[config.mk]
export PLATFORM = sky130hd
export DESIGN_NAME = mem_bus_arbiter
export DESIGN_NICKNAME = d
export VERILOG_FILES = /design/src/rtl/mem_bus_arbiter.sv
export SDC_FILE = /design/constraint.sdc
export NUM_CORES = 1
export LEC_CHECK = 0
export ABC_CLOCK_PERIOD_IN_PS = 2290
export CAP_MARGIN = 0
export CORE_MARGIN = 1.5
export CORE_UTILIZATION = 37
export DETAILED_ROUTE_END_ITERATION = 10
export PLACE_DENSITY = 0.75
export SLEW_MARGIN = 40
export SYNTH_ARGS = -nofsm -noshare
export SYNTH_HDL_FRONTEND = slang
export SYNTH_SLANG_ARGS = --single-unit
[constraint.sdc]
create_clock -name clock -period 2.29 [get_ports clock]
set_input_delay 0.3435 -clock clock [delete_from_list [all_inputs] [get_ports clock]]
set_output_delay 0.3435 -clock clock [all_outputs]
set_load 0.02 [all_outputs]
[src/rtl/mem_bus_arbiter.sv]
// mem_bus_arbiter: shares one memory bus between the CPU memory-access
// control and the debug/loader port. One access is latched at a time, the
// active-low strobe is held for WAIT_CYCLES cycles, then the owner receives
// its read data and a one-cycle ready pulse. Round-robin on contention.
module mem_bus_arbiter #(
  parameter int ADDR_W      = 16,
  parameter int DATA_W      = 16,
  parameter int WAIT_CYCLES = 2
) (
  input  logic              clock,
  input  logic              reset,
  input  logic              cpu_req,
  input  logic              cpu_we,
  input  logic [ADDR_W-1:0] cpu_addr,
  input  logic [DATA_W-1:0] cpu_wdata,
  output logic              cpu_ready,
  output logic [DATA_W-1:0] cpu_rdata,
  input  logic              dbg_req,
  input  logic              dbg_we,
  input  logic [ADDR_W-1:0] dbg_addr,
  input  logic [DATA_W-1:0] dbg_wdata,
  output logic              dbg_ready,
  output logic [DATA_W-1:0] dbg_rdata,
  output logic [ADDR_W-1:0] memAddr,
  output logic              mem_re_L,
  output logic              mem_we_L,
  output logic [DATA_W-1:0] mem_wdata,
  input  logic [DATA_W-1:0] mem_rdata,
  output logic [1:0]        grant,
  output logic              busy
);

  // A zero-length strobe cannot be sequenced, so refuse to elaborate.
  if (WAIT_CYCLES < 1) begin : g_bad_wait_cycles
    $error("mem_bus_arbiter: WAIT_CYCLES must be >= 1");
  end

  localparam int CNT_W = (WAIT_CYCLES < 1) ? 1 : $clog2(WAIT_CYCLES + 1);
  localparam logic [CNT_W-1:0] CNT_LOAD = CNT_W'(WAIT_CYCLES - 1);

  typedef enum logic [1:0] {
    IDLE,
    ACCESS,
    DONE
  } state_t;

  state_t            state;
  logic [CNT_W-1:0]  count;
  logic              last_owner_dbg;
  logic              cur_we;

  logic              any_req;
  logic              pick_dbg;
  logic              sel_we;
  logic [ADDR_W-1:0] sel_addr;
  logic [DATA_W-1:0] sel_wdata;

  // Round-robin choice: a lone requester wins, on contention the one that
  // did not own the bus last time wins.
  always_comb begin
    any_req   = cpu_req | dbg_req;
    pick_dbg  = dbg_req & (~cpu_req | ~last_owner_dbg);
    sel_we    = pick_dbg ? dbg_we    : cpu_we;
    sel_addr  = pick_dbg ? dbg_addr  : cpu_addr;
    sel_wdata = pick_dbg ? dbg_wdata : cpu_wdata;
  end

  // Transaction sequencer; every bus and handshake output is a register here.
  always_ff @(posedge clock or posedge reset) begin
    if (reset) begin
      state          <= IDLE;
      count          <= '0;
      last_owner_dbg <= 1'b1;
      cur_we         <= 1'b0;
      memAddr        <= '0;
      mem_wdata      <= '0;
      mem_re_L       <= 1'b1;
      mem_we_L       <= 1'b1;
      cpu_ready      <= 1'b0;
      dbg_ready      <= 1'b0;
      cpu_rdata      <= '0;
      dbg_rdata      <= '0;
      grant          <= 2'b00;
      busy           <= 1'b0;
    end else begin
      case (state)
        IDLE: begin
          if (any_req) begin
            memAddr   <= sel_addr;
            mem_wdata <= sel_wdata;
            cur_we    <= sel_we;
            grant     <= pick_dbg ? 2'b10 : 2'b01;
            mem_re_L  <= sel_we;
            mem_we_L  <= ~sel_we;
            count     <= CNT_LOAD;
            busy      <= 1'b1;
            state     <= ACCESS;
          end
        end
        ACCESS: begin
          if (count == '0) begin
            mem_re_L <= 1'b1;
            mem_we_L <= 1'b1;
            if (!cur_we) begin
              if (grant[1]) begin
                dbg_rdata <= mem_rdata;
              end else begin
                cpu_rdata <= mem_rdata;
              end
            end
            cpu_ready      <= grant[0];
            dbg_ready      <= grant[1];
            last_owner_dbg <= grant[1];
            state          <= DONE;
          end else begin
            count <= count - CNT_W'(1);
          end
        end
        DONE: begin
          cpu_ready <= 1'b0;
          dbg_ready <= 1'b0;
          grant     <= 2'b00;
          busy      <= 1'b0;
          state     <= IDLE;
        end
        default: begin
          state <= IDLE;
        end
      endcase
    end
  end

endmodule

==> flow_summary.yaml, run 1 <==
sta:
  fin_crit_sh: 0.847
  period_needed_ns: 1.94
  tns_ns: 0
  setup_viol: 0
  skew_ns: 0.0125
  rsz0062_at_grt: "no"
  finalMaxSlewViolations: 0
  tightest_slew_ns: 0.529
  fmax_mhz: 515
  max_slew_margin: 0.646
  hold_viol_final: 0
cts:
  cts_buffer_depth: 2
  clk_pin_slew_ns: 0.08
  cts_resized: 0
  ctsHoldBuffers: 0
  cts_tree: "built"
  clock-root-buffer: "clkbuf_8"
  insertion_delay_ns: 0.33
  cts-buffers-inserted: 9
  cts_sinks: 77
  htree_levels: 3
  post_cts_buffers: 0
final_layout:
  fillCellCount: 746
  multi_input_area_sq_mm: 0.00127
  nNetsFinal: 509
  area_delta_synth_final_pct: 56.7
  stdcell_count: 535
  drive_gt1_frac: 0.162
  diodes: 0
  regArea_sq_mm: 0.00193
worst_setup_path:
  crit_path_max_fanout: 16
  worstPathArrival_ns: 2.16
  worstReg2RegStart: "count[0]"
  cp.required_ns: 2.51
  r2r-end: "cpu_rdata[3]"
  crit_path_end_kind: "flop"
  cp-start-kind: "flop"
  ff2ff_path_depth: 6
  timing.setup.critical_path_class: "flop to flop"
  r2r_slack_ns: 0.35
route:
  wl_per_cell_microns: 15.4
  drc: 0
  vias_per_cell: 5.03
  wl_microns: 8230
  first_iter_violations: 65
  num_vias: 2689
  ant_nets: 0
  drtPass1Iterations: 6
yosys:
  synth_top_area_cell: "dfrtp_1"
  yosysTopAreaCellShare: 0.558
  async_flop_share: 1.00
  synth_common_cells: "dfrtp_1, a21oi_1, mux2_2, mux2i_1, clkbuf_1"
  post-synth-top-count-cell: "dfrtp_1"
  yosys_warnings: 0
  ys_top_cells_by_area: "dfrtp_1, mux2_2, a21oi_1"
  synth_nets: 353
  syn_area_sq_mm: 0.00332
  synth_flop_cell: "dfrtp_1"
  avgSynthCellArea_sq_um: 12.5
  synth_cell_types: 28
  synthCells: 266
  synth_edf_count: 0
  ys_seq_area_frac: 0.582
  ys_ff_latch: 77
die:
  num_rows: 34
  core_area_sq_mm: 0.00872
  die_x_microns: 97.7
  io_pins: 157
  dieHeight_microns: 97.7
  start_util: 0.380
  dieArea_sq_mm: 0.00954
placement:
  dp.cells: 519
  dp_hpwl_microns: 6110
  gp_congestion: 0.787
  io_buffers: 156
power_and_ir_drop:
  power.density_mw_per_mm2: 1370
  max-vdd-ir-drop_v: 0.000509
  leakage_nw: 2.21
status:
  status: "completed"
global_route:
  grt_first_pass_wirelength_microns: 13600
  antenna_found_initial: 0
  grt_pass1_vias: 2809
  grt_usage: 0.178
  gr-total-overflow: 0
  grt_max_degree: 36
min_path:
  hold_class: "primary input to async pin"
job:
  drv_cap: 0
layout by cell type, fill, tap and decap left out:
cell type,synthesis,routed
a211oi_1,1,1
a21bo_2,1,1
a21o_1,1,1
a21oi_1,69,69
a22o_1,3,3
and3b_1,1,1
buf_12,0,1
buf_4,1,8
bufinv_16,0,1
clkbuf_1,9,1
clkbuf_8,0,9
clkdlybuf4s50_1,0,156
clkinvlp_4,0,4
dfrtp_1,74,74
dfstp_2,3,3
ha_1,1,1
inv_1,5,4
inv_6,0,2
mux2_2,34,34
mux2i_1,34,34
nand2_1,5,5
nand2b_1,1,1
nand3b_1,1,1
nand3b_2,1,1
nor2_1,2,1
nor2_2,0,1
nor3_2,0,1
nor3b_1,1,1
nor3b_4,1,1
o211a_1,1,1
o21ai_0,2,2
or2_2,2,2
or4_1,1,1
power by group:
part | total [mW] | switching (mW) | internal, mW
registers | 2.47 | 0.421 | 2.05
logic | 3.63 | 1.80 | 1.83
clock network | 1.01 | 0.497 | 0.511
cell type report:
type,count,share of cell area
sequential,77,0.371
timing repair buffer,165,0.316
multi-input combinational,164,0.245
tap,108,0.0260
clock buffer,10,0.0245
clock inverter,6,0.0135
inverter,5,0.00433
sequential cells by signal (all words and copies together), names as in the netlist:
signal,cells
busy,1
count,2
cpu_rdata,16
cpu_ready,1
cur_we,1
dbg_rdata,16
dbg_ready,1
grant,2
last_owner_dbg,1
memAddr,16
mem_re_L,1
mem_wdata,16
mem_we_L,1
state,2
worst max-delay path, stage by stage (launching register included):
cell     delay, ns
dfrtp_1       0.37
inv_1         0.09
ha_1          0.23
and3b_1       0.31
nor3b_4       0.21
buf_4         0.26
mux2_2        0.37
layer usage:
metal | global-route usage | part of all wire | wire length (microns)
met1 | 0.226 | 0.44 | 3620
met2 | 0.295 | 0.48 | 3940
met4 | 0.0659 | 0.011 | 87
met3 | 0.0439 | 0.071 | 582
met5 | 0 | 0 | 0
metrics by stage:
step                      instance area [sq um]  hold WS [ns]  power (mW)  setup WS, ns  utilization
final                                      5200         0.391        7.11         0.349        0.596
after global routing                       5200         0.416        7.53         0.212        0.596
after CTS                                  5200         0.390        7.19         0.327        0.596
after detailed placement                   5000         0.488        6.16         0.332        0.573
after global placement                     5000         0.477        6.04         0.392        0.573
after floorplan                            3320         0.466        4.41         0.431            -
how the worst max path moves through the flow:
stage	to	start	depth (start not counted)	slack, ns
after global placement	mem_wdata[7]	dbg_req	5	0.39
after CTS	cpu_rdata[3]	count[0]	6	0.33
after detailed placement	cpu_rdata[3]	count[0]	6	0.33
after global routing	dbg_rdata[4]	count[0]	5	0.21
final	cpu_rdata[3]	count[0]	6	0.35
after floorplan	cpu_rdata[0]	count[0]	7	0.43
cell families (layout without fill, tap and decap cells):
kind of cell    count (synthesis)  count (layout)  synth area share
compound gates                 78              78             0.126
flops                          77              77             0.582
mux                            68              68             0.218
buf+inv                        25             186            0.0370
simple gates                   17              17            0.0336
fa+ha+maj                       1               1           0.00377
Power figures use the tool's default switching activity.
==> run 2, diff against run 1 <==
Settings changed: ABC_CLOCK_PERIOD_IN_PS 2290 to 1600.
Clock period 2.29 ns to 1.6 ns, I/O delays scaled along.
==> run 2 against run 1 <==
- the flow now finishes with violations (setup timing)
- first-iteration DRC count fell by 18%
- count of clock-buffer cells in the layout rose by 4
- clock skew fell by 0.0051 ns
- global-route usage rose by 0.20 points
- clock power rose by 42%
- critical path depth did not move
- register-to-register slack got worse by 0.36 ns
- cell area rose by 3.7%
- combinational power rose by 50%
- core utilization rose by 2.2 points
- maximum frequency rose by 20%
- die area did not move
==> flow_summary.yaml, run 2 (synthesis gave the netlist of run 1 again) <==
status:
  status: "finished, violations left"
  violations: "setup timing"
final_layout:
  stdcell_count: 546
  fillCellCount: 724
  drive_gt1_frac: 0.183
  diodes: 0
  nNetsFinal: 520
  layout_common_cells: "clkdlybuf4s50_1, dfrtp_1, a21oi_1, mux2i_1, mux2_2"
  area_delta_synth_final_pct: 62.5
  final_common_cell: "clkdlybuf4s50_1"
worst_setup_path:
  path_delay_family: "flip-flops"
  worstReg2RegStart: "count[1]"
  r2r-end: "cpu_rdata[4]"
  ff2ff_path_depth: 6
  crit_chain: "inv_2 > ha_4 > and3b_1 > nor3b_4 > buf_12 > mux2_2"
  cpPeakStageDelay_ns: 0.39
  cp.required_ns: 1.83
  r2r_slack_ns: -0.01
  crit_path_end_kind: "flop"
  crit_path_max_fanout: 16
  timing.setup.critical_path_class: "flop to flop"
  crit_buf_inv: 2
  cp_slowest_cell: "dfrtp_1"
  worstPathArrival_ns: 1.84
  cp-startpoint: "count[1]"
  cp-start-kind: "flop"
cts:
  cts_sinks: 77
  clock-root-buffer: "clkbuf_8"
  htree_levels: 3
  ctsHoldBuffers: 0
  clk_pin_slew_ns: 0.08
  cts_buffer_depth: 2
  insertion_delay_ns: 0.34
  cts-buffers-inserted: 9
  cts_tree: "built"
die:
  dieArea_sq_mm: 0.00954
  dieHeight_microns: 97.7
  core_area_sq_mm: 0.00872
  die_x_microns: 97.7
  start_util: 0.380
  num_rows: 34
  io_pins: 157
job:
  drv_cap: 0
placement:
  dp_slack_ns: -0.0899
  dp.cells: 530
  gp_congestion: 0.777
  io_buffers: 156
  dp_hpwl_microns: 6190
sta:
  fin_crit_sh: 1.01
  max_slew_margin: 0.726
  hold_viol_final: 0
  setup_viol: 14
  layout_setup_ws_ns: -0.0146
  fmax_mhz: 619
  finalMaxSlewViolations: 0
  skew_ns: 0.00744
  rsz0062_at_grt: "yes"
  period_needed_ns: 1.61
  tightest_slew_ns: 0.412
power_and_ir_drop:
  leakage_nw: 2.44
  max-vdd-ir-drop_v: 0.000813
  power.density_mw_per_mm2: 1920
global_route:
  gr-total-overflow: 0
  antenna_found_initial: 0
  use_met3: 0.0475
  grt_pass1_vias: 2858
  grt_max_degree: 78
  met1_usage: 0.235
  grt_usage: 0.180
  grtUsageMet2: 0.285
  grt_first_pass_wirelength_microns: 13700
  busiest_layer: "met2"
route:
  vias_per_cell: 4.99
  wl_microns: 8450
  wl_per_cell_microns: 15.5
  ant_nets: 0
  drc: 0
  first_iter_violations: 53
  drtPass1Iterations: 4
  num_vias: 2723
min_path:
  hold_class: "primary input to async pin"
[run 2: cell types whose count changed in the layout (fill, tap and decap cells not counted), sizes merged]
cell | before | now
dlymetal6s2s | 0 | 18
clkbuf | 10 | 14
clkinvlp | 4 | 1
clkdlybuf4s50 | 156 | 130
buf | 9 | 20
inv | 6 | 4
clkinv | 0 | 1
dlygate4sd2 | 0 | 8
[run 2: area by class of cell]
cell class | count | area (sq um) | share of cell area
sequential | 77 | 1930 | 0.358
timing repair buffer | 176 | 1820 | 0.338
tap | 108 | 135 | 0.0251
multi-input combinational | 164 | 1290 | 0.240
inverter | 5 | 22.5 | 0.00418
clock inverter | 2 | 35.0 | 0.00650
clock buffer | 14 | 153 | 0.0283
[run 2: per-stage QoR]
step	hold slack, ns	TNS [ns]	instance area, sq um	util	power (mW)
global route	0.362	-1.92	5390	0.618	11.0
CTS	0.363	-0.292	5340	0.612	10.5
global placement	0.487	-0.119	5160	0.592	8.95
detailed placement	0.493	-0.368	5160	0.592	9.12
floorplan	0.390	-2.13	3340	-	6.35
finish	0.337	-0.102	5390	0.618	10.4
[run 2: worst max-delay path by stage]
stage                          to  slack (ns)  cells past startpoint
floorplan            cpu_rdata[0]       -0.19                      7
global placement         grant[0]       -0.07                      4
detailed placement       grant[0]       -0.09                      4
CTS                 cpu_rdata[14]       -0.03                      6
global route         cpu_rdata[4]       -0.08                      6
finish               cpu_rdata[4]       -0.01                      6
[run 2: worst min-delay path: stages]
cell	delay, ns
clkdlybuf4s50_1	0.44
clkinvlp_4	0.09
buf_12	0.32
[run 2: routing by layer]
metal,wire (microns),share of wire
met1,3740,0.44
met2,3990,0.47
met3,567,0.067
met4,147,0.017
met5,0,0
[run 2: what timing repair did]
action                     4_1_cts  5_1_grt
pin swaps                        0        0
resized for setup                8       20
setup endpoints to repair       35       50
buffers inserted                 0        0
[run 2: where the power goes]
| part | leakage [nW] | internal, mW | switching [mW] |
|---|---|---|---|
| clock network | 0.0947 | 0.765 | 0.662 |
| registers | 0.884 | 2.94 | 0.555 |
| logic | 1.46 | 2.77 | 2.68 |
| total | 2.44 | 6.47 | 3.90 |
